==> src/rtl/bus_arbiter_pkg.sv <==
// Shared definitions for the two-port bus arbiter: bus modes, FSM encoding and the
// round-robin pick helper.
package bus_arbiter_pkg;

  localparam logic BUS_READ  = 1'b0;
  localparam logic BUS_WRITE = 1'b1;

  typedef enum logic [1:0] {
    ST_IDLE  = 2'd0,
    ST_START = 2'd1,
    ST_WAIT  = 2'd2,
    ST_DONE  = 2'd3
  } state_t;

  // Returns the port to grant; on a tie the port that did not win last time goes.
  function automatic logic rr_pick(input logic req0, input logic req1, input logic last_grant);
    if (req0 && req1) return ~last_grant;
    return req1;
  endfunction

endpackage

==> src/rtl/bus_arbiter_if.sv <==
// Requester and BUS-side signal bundle of the arbiter; slave = arbiter, master = environment.
interface bus_arbiter_if #(
  parameter int AW = 32,
  parameter int DW = 32
) ();

  logic          req0;
  logic          req1;
  logic          mode0;
  logic          mode1;
  logic [AW-1:0] addr0;
  logic [AW-1:0] addr1;
  logic [DW-1:0] wdata0;
  logic [DW-1:0] wdata1;
  logic          done0;
  logic          done1;
  logic          err0;
  logic          err1;
  logic [DW-1:0] rdata;
  logic          busy;

  logic          BUS_mode;
  logic [AW-1:0] BUS_addr;
  logic [DW-1:0] BUS_wdata;
  logic          BUS_start_transaction;
  logic [DW-1:0] BUS_rdata;
  logic          BUS_rdata_valid;
  logic          BUS_write_done;

  modport slave (
    input  req0, req1, mode0, mode1, addr0, addr1, wdata0, wdata1,
    output done0, done1, err0, err1, rdata, busy,
    output BUS_mode, BUS_addr, BUS_wdata, BUS_start_transaction,
    input  BUS_rdata, BUS_rdata_valid, BUS_write_done
  );

  modport master (
    output req0, req1, mode0, mode1, addr0, addr1, wdata0, wdata1,
    input  done0, done1, err0, err1, rdata, busy,
    input  BUS_mode, BUS_addr, BUS_wdata, BUS_start_transaction,
    output BUS_rdata, BUS_rdata_valid, BUS_write_done
  );

endinterface

==> src/rtl/bus_arbiter.sv <==
// Two-port round-robin arbiter for the shared memory/peripheral BUS: grants one requester,
// issues a single BUS transaction, and returns a registered done/err/rdata to the winner.
module bus_arbiter
  import bus_arbiter_pkg::*;
#(
  parameter int AW      = 32,
  parameter int DW      = 32,
  parameter int TIMEOUT = 16
) (
  input  logic          clk,
  input  logic          rst,
  bus_arbiter_if.slave  bus
);

  localparam int CW = (TIMEOUT < 1) ? 1 : $clog2(TIMEOUT + 1);
  localparam logic [CW-1:0] TO_LAST = CW'((TIMEOUT > 0) ? TIMEOUT - 1 : 0);

  state_t        r_state, w_state;
  logic          r_last_grant, w_last_grant;
  logic          r_gnt, w_gnt;
  logic [CW-1:0] r_cnt, w_cnt;
  logic          r_mode, w_mode;
  logic [AW-1:0] r_addr, w_addr;
  logic [DW-1:0] r_wdata, w_wdata;
  logic [DW-1:0] r_rdata, w_rdata;
  logic          r_start, w_start;
  logic          r_done0, w_done0;
  logic          r_done1, w_done1;
  logic          r_err0, w_err0;
  logic          r_err1, w_err1;
  logic          r_busy, w_busy;
  logic          w_sel;
  logic          w_fin;
  logic          w_to;

  always_comb begin
    w_state      = r_state;
    w_last_grant = r_last_grant;
    w_gnt        = r_gnt;
    w_cnt        = r_cnt;
    w_mode       = r_mode;
    w_addr       = r_addr;
    w_wdata      = r_wdata;
    w_rdata      = r_rdata;
    w_start      = 1'b0;
    w_done0      = 1'b0;
    w_done1      = 1'b0;
    w_err0       = 1'b0;
    w_err1       = 1'b0;
    w_sel        = 1'b0;
    w_fin        = 1'b0;
    w_to         = 1'b0;

    case (r_state)
      ST_IDLE: begin
        if (bus.req0 || bus.req1) begin
          w_sel        = rr_pick(bus.req0, bus.req1, r_last_grant);
          w_gnt        = w_sel;
          w_last_grant = w_sel;
          w_mode       = w_sel ? bus.mode1  : bus.mode0;
          w_addr       = w_sel ? bus.addr1  : bus.addr0;
          w_wdata      = w_sel ? bus.wdata1 : bus.wdata0;
          w_start      = 1'b1;
          w_state      = ST_START;
        end
      end
      ST_START: begin
        w_cnt   = '0;
        w_state = ST_WAIT;
      end
      ST_WAIT: begin
        // Completions of the wrong type fall through to the counter branch.
        if (r_mode == BUS_READ && bus.BUS_rdata_valid) begin
          w_rdata = bus.BUS_rdata;
          w_fin   = 1'b1;
        end else if (r_mode == BUS_WRITE && bus.BUS_write_done) begin
          w_fin = 1'b1;
        end else if (TIMEOUT != 0 && r_cnt == TO_LAST) begin
          w_fin = 1'b1;
          w_to  = 1'b1;
        end else begin
          w_cnt = r_cnt + CW'(1);
        end
        if (w_fin) begin
          w_state = ST_DONE;
          w_done0 = ~r_gnt;
          w_done1 = r_gnt;
          w_err0  = ~r_gnt & w_to;
          w_err1  = r_gnt & w_to;
        end
      end
      ST_DONE: begin
        w_state = ST_IDLE;
      end
      default: begin
        w_state = ST_IDLE;
      end
    endcase

    w_busy = (w_state != ST_IDLE);
  end

  always_ff @(posedge clk or posedge rst) begin
    if (rst) begin
      r_state      <= ST_IDLE;
      r_last_grant <= 1'b1;
      r_gnt        <= 1'b0;
      r_cnt        <= '0;
      r_mode       <= 1'b0;
      r_addr       <= '0;
      r_wdata      <= '0;
      r_rdata      <= '0;
      r_start      <= 1'b0;
      r_done0      <= 1'b0;
      r_done1      <= 1'b0;
      r_err0       <= 1'b0;
      r_err1       <= 1'b0;
      r_busy       <= 1'b0;
    end else begin
      r_state      <= w_state;
      r_last_grant <= w_last_grant;
      r_gnt        <= w_gnt;
      r_cnt        <= w_cnt;
      r_mode       <= w_mode;
      r_addr       <= w_addr;
      r_wdata      <= w_wdata;
      r_rdata      <= w_rdata;
      r_start      <= w_start;
      r_done0      <= w_done0;
      r_done1      <= w_done1;
      r_err0       <= w_err0;
      r_err1       <= w_err1;
      r_busy       <= w_busy;
    end
  end

  assign bus.done0                 = r_done0;
  assign bus.done1                 = r_done1;
  assign bus.err0                  = r_err0;
  assign bus.err1                  = r_err1;
  assign bus.rdata                 = r_rdata;
  assign bus.busy                  = r_busy;
  assign bus.BUS_mode              = r_mode;
  assign bus.BUS_addr              = r_addr;
  assign bus.BUS_wdata             = r_wdata;
  assign bus.BUS_start_transaction = r_start;

endmodule

==> src/flat_wrapper.sv <==
// flat-port wrapper written by rule: the top's interface ports become plain ports
module bus_arbiter_flat import bus_arbiter_pkg::*;
#(
  parameter int AW      = 32,
  parameter int DW      = 32,
  parameter int TIMEOUT = 16
)
  (clk, rst, bus_req0, bus_req1, bus_mode0, bus_mode1, bus_addr0, bus_addr1, bus_wdata0, bus_wdata1, bus_done0, bus_done1, bus_err0, bus_err1, bus_rdata, bus_busy, bus_BUS_mode, bus_BUS_addr, bus_BUS_wdata, bus_BUS_start_transaction, bus_BUS_rdata, bus_BUS_rdata_valid, bus_BUS_write_done);
  bus_arbiter_if #(.AW(AW), .DW(DW)) bus_i ();
  input  logic clk;
  input  logic rst;
  input wire logic [$bits(bus_i.req0)-1:0] bus_req0;
  input wire logic [$bits(bus_i.req1)-1:0] bus_req1;
  input wire logic [$bits(bus_i.mode0)-1:0] bus_mode0;
  input wire logic [$bits(bus_i.mode1)-1:0] bus_mode1;
  input wire logic [$bits(bus_i.addr0)-1:0] bus_addr0;
  input wire logic [$bits(bus_i.addr1)-1:0] bus_addr1;
  input wire logic [$bits(bus_i.wdata0)-1:0] bus_wdata0;
  input wire logic [$bits(bus_i.wdata1)-1:0] bus_wdata1;
  output wire logic [$bits(bus_i.done0)-1:0] bus_done0;
  output wire logic [$bits(bus_i.done1)-1:0] bus_done1;
  output wire logic [$bits(bus_i.err0)-1:0] bus_err0;
  output wire logic [$bits(bus_i.err1)-1:0] bus_err1;
  output wire logic [$bits(bus_i.rdata)-1:0] bus_rdata;
  output wire logic [$bits(bus_i.busy)-1:0] bus_busy;
  output wire logic [$bits(bus_i.BUS_mode)-1:0] bus_BUS_mode;
  output wire logic [$bits(bus_i.BUS_addr)-1:0] bus_BUS_addr;
  output wire logic [$bits(bus_i.BUS_wdata)-1:0] bus_BUS_wdata;
  output wire logic [$bits(bus_i.BUS_start_transaction)-1:0] bus_BUS_start_transaction;
  input wire logic [$bits(bus_i.BUS_rdata)-1:0] bus_BUS_rdata;
  input wire logic [$bits(bus_i.BUS_rdata_valid)-1:0] bus_BUS_rdata_valid;
  input wire logic [$bits(bus_i.BUS_write_done)-1:0] bus_BUS_write_done;
  assign bus_i.req0 = bus_req0;
  assign bus_i.req1 = bus_req1;
  assign bus_i.mode0 = bus_mode0;
  assign bus_i.mode1 = bus_mode1;
  assign bus_i.addr0 = bus_addr0;
  assign bus_i.addr1 = bus_addr1;
  assign bus_i.wdata0 = bus_wdata0;
  assign bus_i.wdata1 = bus_wdata1;
  assign bus_done0 = bus_i.done0;
  assign bus_done1 = bus_i.done1;
  assign bus_err0 = bus_i.err0;
  assign bus_err1 = bus_i.err1;
  assign bus_rdata = bus_i.rdata;
  assign bus_busy = bus_i.busy;
  assign bus_BUS_mode = bus_i.BUS_mode;
  assign bus_BUS_addr = bus_i.BUS_addr;
  assign bus_BUS_wdata = bus_i.BUS_wdata;
  assign bus_BUS_start_transaction = bus_i.BUS_start_transaction;
  assign bus_i.BUS_rdata = bus_BUS_rdata;
  assign bus_i.BUS_rdata_valid = bus_BUS_rdata_valid;
  assign bus_i.BUS_write_done = bus_BUS_write_done;
  bus_arbiter #(.AW(AW), .DW(DW), .TIMEOUT(TIMEOUT)) u_core (.clk(clk), .rst(rst), .bus(bus_i));
endmodule
==> config.mk <==
export PLATFORM = sky130hd
export DESIGN_NAME = bus_arbiter_flat
export DESIGN_NICKNAME = d
export VERILOG_FILES = /design/src/rtl/bus_arbiter_pkg.sv /design/src/rtl/bus_arbiter_if.sv /design/src/rtl/bus_arbiter.sv /design/src/flat_wrapper.sv
export SDC_FILE = /design/constraint.sdc
export NUM_CORES = 1
export LEC_CHECK = 0
export CAP_MARGIN = 10
export CORE_ASPECT_RATIO = 0.5
export CORE_MARGIN = 4
export CORE_UTILIZATION = 39
export DETAILED_ROUTE_END_ITERATION = 6
export PLACE_DENSITY = 0.81
export SETUP_SLACK_MARGIN = 0.1
export SLEW_MARGIN = 20
export SYNTH_ARGS = -nofsm -noshare
export SYNTH_HDL_FRONTEND = slang
export SYNTH_SLANG_ARGS = --single-unit
==> constraint.sdc <==
create_clock -name clk -period 4 [get_ports clk]
set_input_delay 0.4 -clock clk [delete_from_list [all_inputs] [get_ports clk]]
set_output_delay 0.4 -clock clk [all_outputs]
set_load 0.01 [all_outputs]
==> impl_metrics.toml, run 1 <==
[outcome]
status = "finished, final reports clean"

[timing]
maxSlewViolCount = 0
hold_viol_final = 0
tightest_slew_ps = 837
period_needed_ps = 2060
slew_headroom = 0.442
finalSetupTns_ps = 0
fin_crit_sh = 0.515
fmax_mhz = 485
fin_worst_skew_ps = 5.59
rsz0062_at_grt = "no"
setup_viol = 0

[placed_design]
place_congestion = 0.811
post_dp_cell_area_sq_mm = 0.00771
dp.cells = 830
dp_hpwl_mm = 11.1
port_buffers = 270

[critical_path]
critPathKind = "in -> reg"
cpLargestDelayFamily = "buffers and inverters"
cp.buffers_inverters = 2
cp_max_fo = 24
critPathCaptureType = "register"
max_stage_delay_ps = 570
cp_cell_sequence = "clkdlybuf4s50_1 -> a21boi_4 -> buf_4 -> mux2i_1 -> o21ai_0"
rr_startpoint = "u_core.r_state[0]$_DFF_PP0_"
slowest_stage = "clkdlybuf4s50_1"
worstPathArrival_ps = 2250
critPathRequiredTime_ps = 4190
rrSetupSlack_ps = 2130
worstSetupStartpointType = "primary input"
startpoint = "bus_req1"

[logic_synthesis]
postSynth.asyncResetShare = 1.00
synthCells = 412
ys_ff_latch = 112
synth_area_leaders = "dfrtp_1 57%, mux2i_1 14%, mux2_2 7.4%"
yosys.cell_count.top_type = "dfrtp_1"
synth_cell_types = 29
avgSynthCellArea_sq_um = 11.8
netlist.area_leader.share = 0.570
yosys_warnings = 0
yosys-top-cells-count = "111 x dfrtp_1, 71 x nand2_1, 70 x mux2i_1"
synth_flop_cell = "dfrtp_1"
syn-cell-area_sq_mm = 0.00487
seq_area_frac_synth = 0.575
synth_nets = 586
synth_edf_count = 0
yosysTopAreaCell = "dfrtp_1"

[final_layout]
final_cells = 845
fin_area_sq_mm = 0.00799
layout.nets = 850
drive_gt1_frac = 0.0868
diodes = 0
fin_util = 0.665
area.growth.synth_to_final_pct = 63.9
fillers = 975

[die]
core_area_sq_mm = 0.0120
die_h_microns = 87.0
die_area_sq_mm = 0.0145
die_w_microns = 166
row_count = 28
boundaryPins = 271
start_util = 0.406

[drt]
vias_per_cell = 4.67
initialDrtViolationCount = 155
vias = 3948
final_antenna_net_count = 0
wirelength_mm = 14.0
drc = 0
first_pass_iters = 4
wl_per_cell_microns = 16.6

[global_route]
grt_pass1_wl_mm = 21.4
antenna_found_initial = 0
grt_max_degree = 76
grt_usage = 0.184
grt_pass1_vias = 4016
overflow = 0

[clock_tree]
cts.clk_slew.worst_paths_ps = 70
ctsResizeCount = 0
cts-root-buf = "clkbuf_16"
cts_tree = "done"
clkSinkCount = 112
clock_latency_ps = 340
htreeDepth = 3
cts_setup_buffers = 0
cts_made_buffers = 9
clk_path_buf_depth = 2
cts_hold_buf = 0

[power_and_ir_drop]
cellLeakagePower_nw = 3.48
p_per_area_mw_per_mm2 = 672
vdd_drop_max_mv = 0.392

[min_path]
worstHoldStart = "u_core.r_gnt$_DFFE_PP0P_"
min_path_type = "reg -> reg"

[run]
max_cap_viol_count = 0
## per-layer routing
metal,share of wire,routed length [microns],vias up,global-route usage
li1,-,-,1954,-
met5,0,0,-,0
met2,0.54,7600,92,0.352
met1,0.41,5720,1888,0.217
met3,0.036,503,14,0.0349
met4,0.013,178,0,0.0472
## registers in the layout, indices dropped and copies added (netlist names), 2 cells and up
register	count
u_core.bus.rdata	32
u_core.r_state	2
u_core.bus.BUS_addr	32
u_core.bus.BUS_wdata	32
u_core.r_cnt	5
## worst reg2reg max path, stage by stage, from the launching register on
cell	delay, ps
dfrtp_1	420
inv_1	110
ha_1	300
o21ai_4	100
buf_4	570
o21ai_0	230
## final cells by class
type                            count  area, sq um  share of cell area
Clock inverter                      6         52.6             0.00658
Multi-Input combinational cell    269         1900               0.238
Clock buffer                        9          225              0.0282
Sequential cell                   112         2800               0.351
Inverter                            7         28.8             0.00360
Tap cell                          165          206              0.0258
Timing Repair Buffer              277         2770               0.347
## kinds of logic after synthesis
group | after synthesis | share of synthesized area
flops | 112 | 0.575
mux | 102 | 0.218
simple gates | 89 | 0.0765
compound gates | 72 | 0.0775
buf+inv | 31 | 0.0375
fa+ha+maj | 6 | 0.0154
## path summary, 6_finish.rpt
| path | endpoint | depth (start not counted) |
|---|---|---|
| min in group asynchronous | u_core.bus.BUS_addr[3]$_DFFE_PP0P_ | 2 |
| hold / removal | u_core.bus.err0$_DFF_PP0_ | 1 |
| setup / recovery | u_core.bus.BUS_wdata[10]$_DFFE_PP0P_ | 5 |
| max in group asynchronous | u_core.bus.BUS_wdata[29]$_DFFE_PP0P_ | 3 |
| setup reg to reg | u_core.bus.BUS_wdata[26]$_DFFE_PP0P_ | 5 |
| hold reg to reg | u_core.bus.err0$_DFF_PP0_ | 1 |
## power breakdown
group / internal (W) / switching (W) / leakage (nW)
clock: 0.000430 / 0.000428 / 0.130
sequential: 0.00167 / 0.000279 / 1.38
combinational: 0.00144 / 0.00112 / 1.97
total: 0.00354 / 0.00182 / 3.48
## layout by cell type, fill, tap and decap left out, types with 2 or more instances in the layout
| master | instances |
|---|---|
| clkdlybuf4s50_1 | 270 |
| dfrtp_1 | 111 |
| nand2_1 | 71 |
| mux2i_1 | 70 |
| o21ai_1 | 39 |
| mux2_2 | 32 |
| o21ai_0 | 27 |
| clkbuf_16 | 9 |
| inv_1 | 6 |
| ha_1 | 6 |
| buf_4 | 6 |
| and3_1 | 5 |
| nand3_1 | 3 |
| nor2_1 | 3 |
| nand2b_1 | 2 |
| nor4b_1 | 2 |
| inv_6 | 2 |
| clkinvlp_4 | 2 |
## stage by stage
stage	worst slack, ps	total power, W	hold slack [ps]
floorplan	643	0.00314	416
global placement	1640	0.00449	431
detailed placement	1550	0.00458	441
CTS	1910	0.00544	451
global route	1790	0.00572	480
finish	1940	0.00536	449
(Power assumes the default switching activity.)
==> inputs of run 2 (changes only) <==
==> constraint.sdc (replaced) <==
create_clock -name clk -period 2.1 [get_ports clk]
set_input_delay 0.21 -clock clk [delete_from_list [all_inputs] [get_ports clk]]
set_output_delay 0.21 -clock clk [all_outputs]
set_load 0.01 [all_outputs]
==> impl_metrics.toml, run 2 (synthesis results as in run 1) <==
[outcome]
status = "finished, final reports clean"

[die]
die_area_sq_mm = 0.0145
boundaryPins = 271
core_area_sq_mm = 0.0120
start_util = 0.406
row_count = 28
die_w_microns = 166
die_h_microns = 87.0

[global_route]
grt_usage = 0.183
antenna_found_initial = 0
grt_max_degree = 84
grt_pass1_wl_mm = 21.3
grt_pass1_vias = 4087
overflow = 0

[final_layout]
multi_input_area_sq_mm = 0.00190
drive_gt1_frac = 0.0893
final_cell_mix = "270 x clkdlybuf4s50_1, 111 x dfrtp_1, 71 x nand2_1"
fillers = 962
layout_commonest_cell = "clkdlybuf4s50_1"
final_cells = 848
ff_latch_area_sq_mm = 0.00280
area.growth.synth_to_final_pct = 65.5
layout.nets = 852
diodes = 0

[min_path]
min_path_type = "in -> async"

[power_and_ir_drop]
switchingPower_w = 0.00350
clkPwrFrac = 0.163
cellLeakagePower_nw = 3.52
p_int_w = 0.00684
share_comb_of_total_power = 0.477
p_sw_frac = 0.339
vdd_drop_max_mv = 0.775
p_per_area_mw_per_mm2 = 1280
power.share.sequential = 0.360

[clock_tree]
cts-root-buf = "clkbuf_16"
clock_latency_ps = 340
cts_made_buffers = 9
cts.clk_slew.worst_paths_ps = 80
clkSinkCount = 112
clk_path_buf_depth = 2
cts_setup_buffers = 0
cts_hold_buf = 0
htreeDepth = 3
cts_tree = "done"
ctsResizeCount = 0

[placed_design]
dp.cells = 832
place_congestion = 0.745
port_buffers = 270
dp_hpwl_mm = 10.6

[timing]
rsz0062_at_grt = "no"
maxSlewViolCount = 0
fin_worst_skew_ps = 6.49
period_needed_ps = 1840
setup_viol = 0
finalSetupTns_ps = 0
fmax_mhz = 544
hold_viol_final = 0
slew_headroom = 0.687
tightest_slew_ps = 463
fin_crit_sh = 0.875

[critical_path]
r2r_cells = 6
cp_cell_sequence = "ha_1 -> and3_1 -> ha_1 -> nor2b_1 -> nand2_1 -> a31o_2"
rr_startpoint = "u_core.r_cnt[0]$_DFFE_PP0P_"
max_stage_delay_ps = 410
critPathKind = "reg -> reg"
cp_max_fo = 4
critPathRequiredTime_ps = 2330
worstPathArrival_ps = 2070
rrSetupSlack_ps = 260
worstSetupStartpointType = "register"
critPathCaptureType = "register"
slowest_stage = "dfrtp_1"
reg2reg_to = "u_core.r_cnt[1]$_DFFE_PP0P_"
path_common_cell = "ha_1"

[drt]
first_pass_iters = 5
final_antenna_net_count = 0
initialDrtViolationCount = 198
wl_per_cell_microns = 16.2
wirelength_mm = 13.8
vias_per_cell = 4.63
drc = 0
vias = 3925

[run]
max_cap_viol_count = 0
## run 2: cell count changes in the layout (fill, tap and decap cells not counted), sizes merged
cell / delta
clkinvlp: -1
clkbuf: +1
buf: +2
clkinv: +1
## run 2: cell type report
class                      instances  area share
timing repair buffer             279       0.351
clock buffer                      10      0.0284
tap                              165      0.0256
inverter                           7     0.00372
clock inverter                     6     0.00745
multi-input combinational        269       0.236
sequential                       112       0.348
## run 2: critical path, delay by kind of cell, from the launching register on
kind / cells / cell delay (ps)
simple gates: 3 / 600
fa+ha+maj: 2 / 460
compound gates: 1 / 250
flops: 1 / 410
## run 2: metal layers
layer | track usage | wire length (microns) | up-vias
met3 | 0.0417 | 669 | 21
met2 | 0.352 | 7430 | 112
met4 | 0.0531 | 284 | 0
met1 | 0.208 | 5380 | 1845
li1 | - | - | 1947
met5 | 0 | 0 | -
## run 2: worst max path at each step
| stage | start | end | slack, ps | depth (start not counted) |
|---|---|---|---|---|
| after CTS | u_core.r_cnt[0]$_DFFE_PP0P_ | u_core.r_cnt[1]$_DFFE_PP0P_ | 260 | 6 |
| final | u_core.r_cnt[0]$_DFFE_PP0P_ | u_core.r_cnt[1]$_DFFE_PP0P_ | 260 | 6 |
| after global routing | u_core.r_cnt[0]$_DFFE_PP0P_ | u_core.r_cnt[1]$_DFFE_PP0P_ | 150 | 6 |
| after detailed placement | bus_req1 | u_core.bus.BUS_addr[13]$_DFFE_PP0P_ | 130 | 5 |
| after floorplan | u_core.r_cnt[0]$_DFFE_PP0P_ | u_core.r_cnt[1]$_DFFE_PP0P_ | 430 | 6 |
| after global placement | bus_req1 | u_core.bus.BUS_addr[13]$_DFFE_PP0P_ | 170 | 5 |
## run 2: power by group through the flow
stage	registers, W	clock network [W]	logic (W)
6_report	0.00372	0.00168	0.00494
3_3_place_gp	0.00372	0	0.00490
5_1_grt	0.00386	0.00182	0.00534
2_1_floorplan	0.00416	0	0.00182
3_5_place_dp	0.00376	0	0.00501
4_1_cts	0.00373	0.00174	0.00503
## run 2: through the flow
| step | hold WS, ps | instance area [sq um] | setup WS (ps) | total power, W | util |
|---|---|---|---|---|---|
| 2_1_floorplan | 283 | 4880 | 431 | 0.00598 | - |
| 3_3_place_gp | 433 | 7770 | 170 | 0.00862 | 0.647 |
| 3_5_place_dp | 431 | 7770 | 134 | 0.00877 | 0.647 |
| 4_1_cts | 338 | 8060 | 260 | 0.0105 | 0.671 |
| 5_1_grt | 377 | 8060 | 153 | 0.0110 | 0.671 |
| 6_report | 332 | 8060 | 263 | 0.0103 | 0.671 |
==> inputs of run 3 (changes only) <==
--- a/config.mk
+++ b/config.mk
@@ -10,9 +10,9 @@
 export CORE_MARGIN = 4
 export CORE_UTILIZATION = 39
 export DETAILED_ROUTE_END_ITERATION = 6
+export MAX_ROUTING_LAYER = met4
 export PLACE_DENSITY = 0.81
 export SETUP_SLACK_MARGIN = 0.1
-export SLEW_MARGIN = 20
 export SYNTH_ARGS = -nofsm -noshare
 export SYNTH_HDL_FRONTEND = slang
 export SYNTH_SLANG_ARGS = --single-unit
==> impl_metrics.toml, run 3 (synthesis results as in run 1) <==
[die]
die_h_microns = 87.0
boundaryPins = 271
start_util = 0.406
core_area_sq_mm = 0.0120
die_w_microns = 166
row_count = 28
die_area_sq_mm = 0.0145

[critical_path]
critPathCaptureType = "register"
worstSetupStartpointType = "register"
critPathKind = "reg -> reg"
startpoint = "u_core.r_cnt[0]$_DFFE_PP0P_"
crit_end = "u_core.r_cnt[1]$_DFFE_PP0P_"
worstPathArrival_ps = 2060
reg2reg_to = "u_core.r_cnt[1]$_DFFE_PP0P_"
critPathRequiredTime_ps = 2330
cp_max_fo = 4
rrSetupSlack_ps = 270
r2r_cells = 6
rr_startpoint = "u_core.r_cnt[0]$_DFFE_PP0P_"

[placed_design]
place_congestion = 0.755
dp_hpwl_mm = 10.6
port_buffers = 270
dp_slack_ps = 134

[final_layout]
final_cell_mix = "270 x clkdlybuf4s50_1, 111 x dfrtp_1, 71 x nand2_1"
drive_gt1_frac = 0.0893
fillers = 962
layout.nets = 852
layout_commonest_cell = "clkdlybuf4s50_1"
diodes = 0
area.growth.synth_to_final_pct = 65.5

[timing]
slew_headroom = 0.687
hold_viol_final = 0
fin_worst_skew_ps = 6.31
tightest_slew_ps = 464
fin_crit_sh = 0.872
setup_viol = 0
fin_ws_ps = 269
period_needed_ps = 1830
rsz0062_at_grt = "no"
maxSlewViolCount = 0
fmax_mhz = 546
finalSetupTns_ps = 0

[clock_tree]
cts-root-buf = "clkbuf_16"
clk_path_buf_depth = 2
cts_hold_buf = 0
htreeDepth = 3
ctsResizeCount = 0
clkSinkCount = 112
cts.clk_slew.worst_paths_ps = 80
cts_made_buffers = 9
cts_tree = "done"
cts_setup_buffers = 0
clock_latency_ps = 340

[drt]
initialDrtViolationCount = 183
wl_per_cell_microns = 16.2
final_antenna_net_count = 0
wirelength_mm = 13.8
vias = 3932
first_pass_iters = 4
drc = 0
vias_per_cell = 4.64

[power_and_ir_drop]
cellLeakagePower_nw = 3.52
vdd_drop_max_mv = 0.774
p_per_area_mw_per_mm2 = 1280
power_w = 0.0103

[global_route]
grt_pass1_wl_mm = 21.3
antenna_found_initial = 0
overflow = 0
grt_pass1_vias = 4094
grt_usage = 0.189
grt_max_degree = 84

[outcome]
status = "finished, final reports clean"

[min_path]
min_path_type = "in -> async"

[run]
max_cap_viol_count = 0
## run 3: cell counts in the layout (fill, tap and decap cells not counted)
No cell type changed its count.
## run 3: per-layer routing
layer,global-route usage,up-vias,wire (microns)
li1,-,1949,-
met2,0.353,108,7410
met3,0.0358,23,556
met4,0.0531,0,294
met1,0.211,1852,5510
met5,-,-,0
## run 3: area by class of cell
class	instances	area, sq um	share of cell area
Inverter	7	30.0	0.00372
Multi-Input combinational cell	269	1900	0.236
Clock inverter	6	60.1	0.00745
Clock buffer	10	229	0.0284
Timing Repair Buffer	279	2830	0.351
Sequential cell	112	2800	0.348
Tap cell	165	206	0.0256
## run 3: worst min-delay path by stage
stage	end	slack, ps	depth (start not counted)	startpoint
final	u_core.bus.rdata[13]$_DFFE_PP0P_	330	3	rst
after global routing	u_core.bus.rdata[31]$_DFFE_PP0P_	370	3	rst
after CTS	u_core.bus.rdata[31]$_DFFE_PP0P_	340	3	rst
after detailed placement	u_core.bus.err0$_DFF_PP0_	430	1	u_core.r_gnt$_DFFE_PP0P_
after global placement	u_core.bus.err0$_DFF_PP0_	430	1	u_core.r_gnt$_DFFE_PP0P_
after floorplan	u_core.r_last_grant$_DFFE_PP1P_	280	1	bus_req0
## run 3: worst max-delay path, stage by stage, from the launching register on
cell and delay [ps]:
dfrtp_1 410, ha_1 220, and3_1 190, ha_1 240, nor2b_1 250, nand2_1 160
a31o_2 250
## run 3: power breakdown
group	internal, W	switching (W)	total [W]
sequential	0.00319	0.000536	0.00372
combinational	0.00282	0.00213	0.00494
clock	0.000842	0.000843	0.00168
total	0.00684	0.00350	0.0103
## run 3: metrics by stage
stage                util  std cells  hold WS, ps  cell area (sq um)
floorplan               -        412          283               4880
global placement    0.647        832          433               7770
detailed placement  0.647        832          431               7770
CTS                 0.671        848          338               8060
global route        0.671        848          375               8060
finish              0.671        848          334               8060
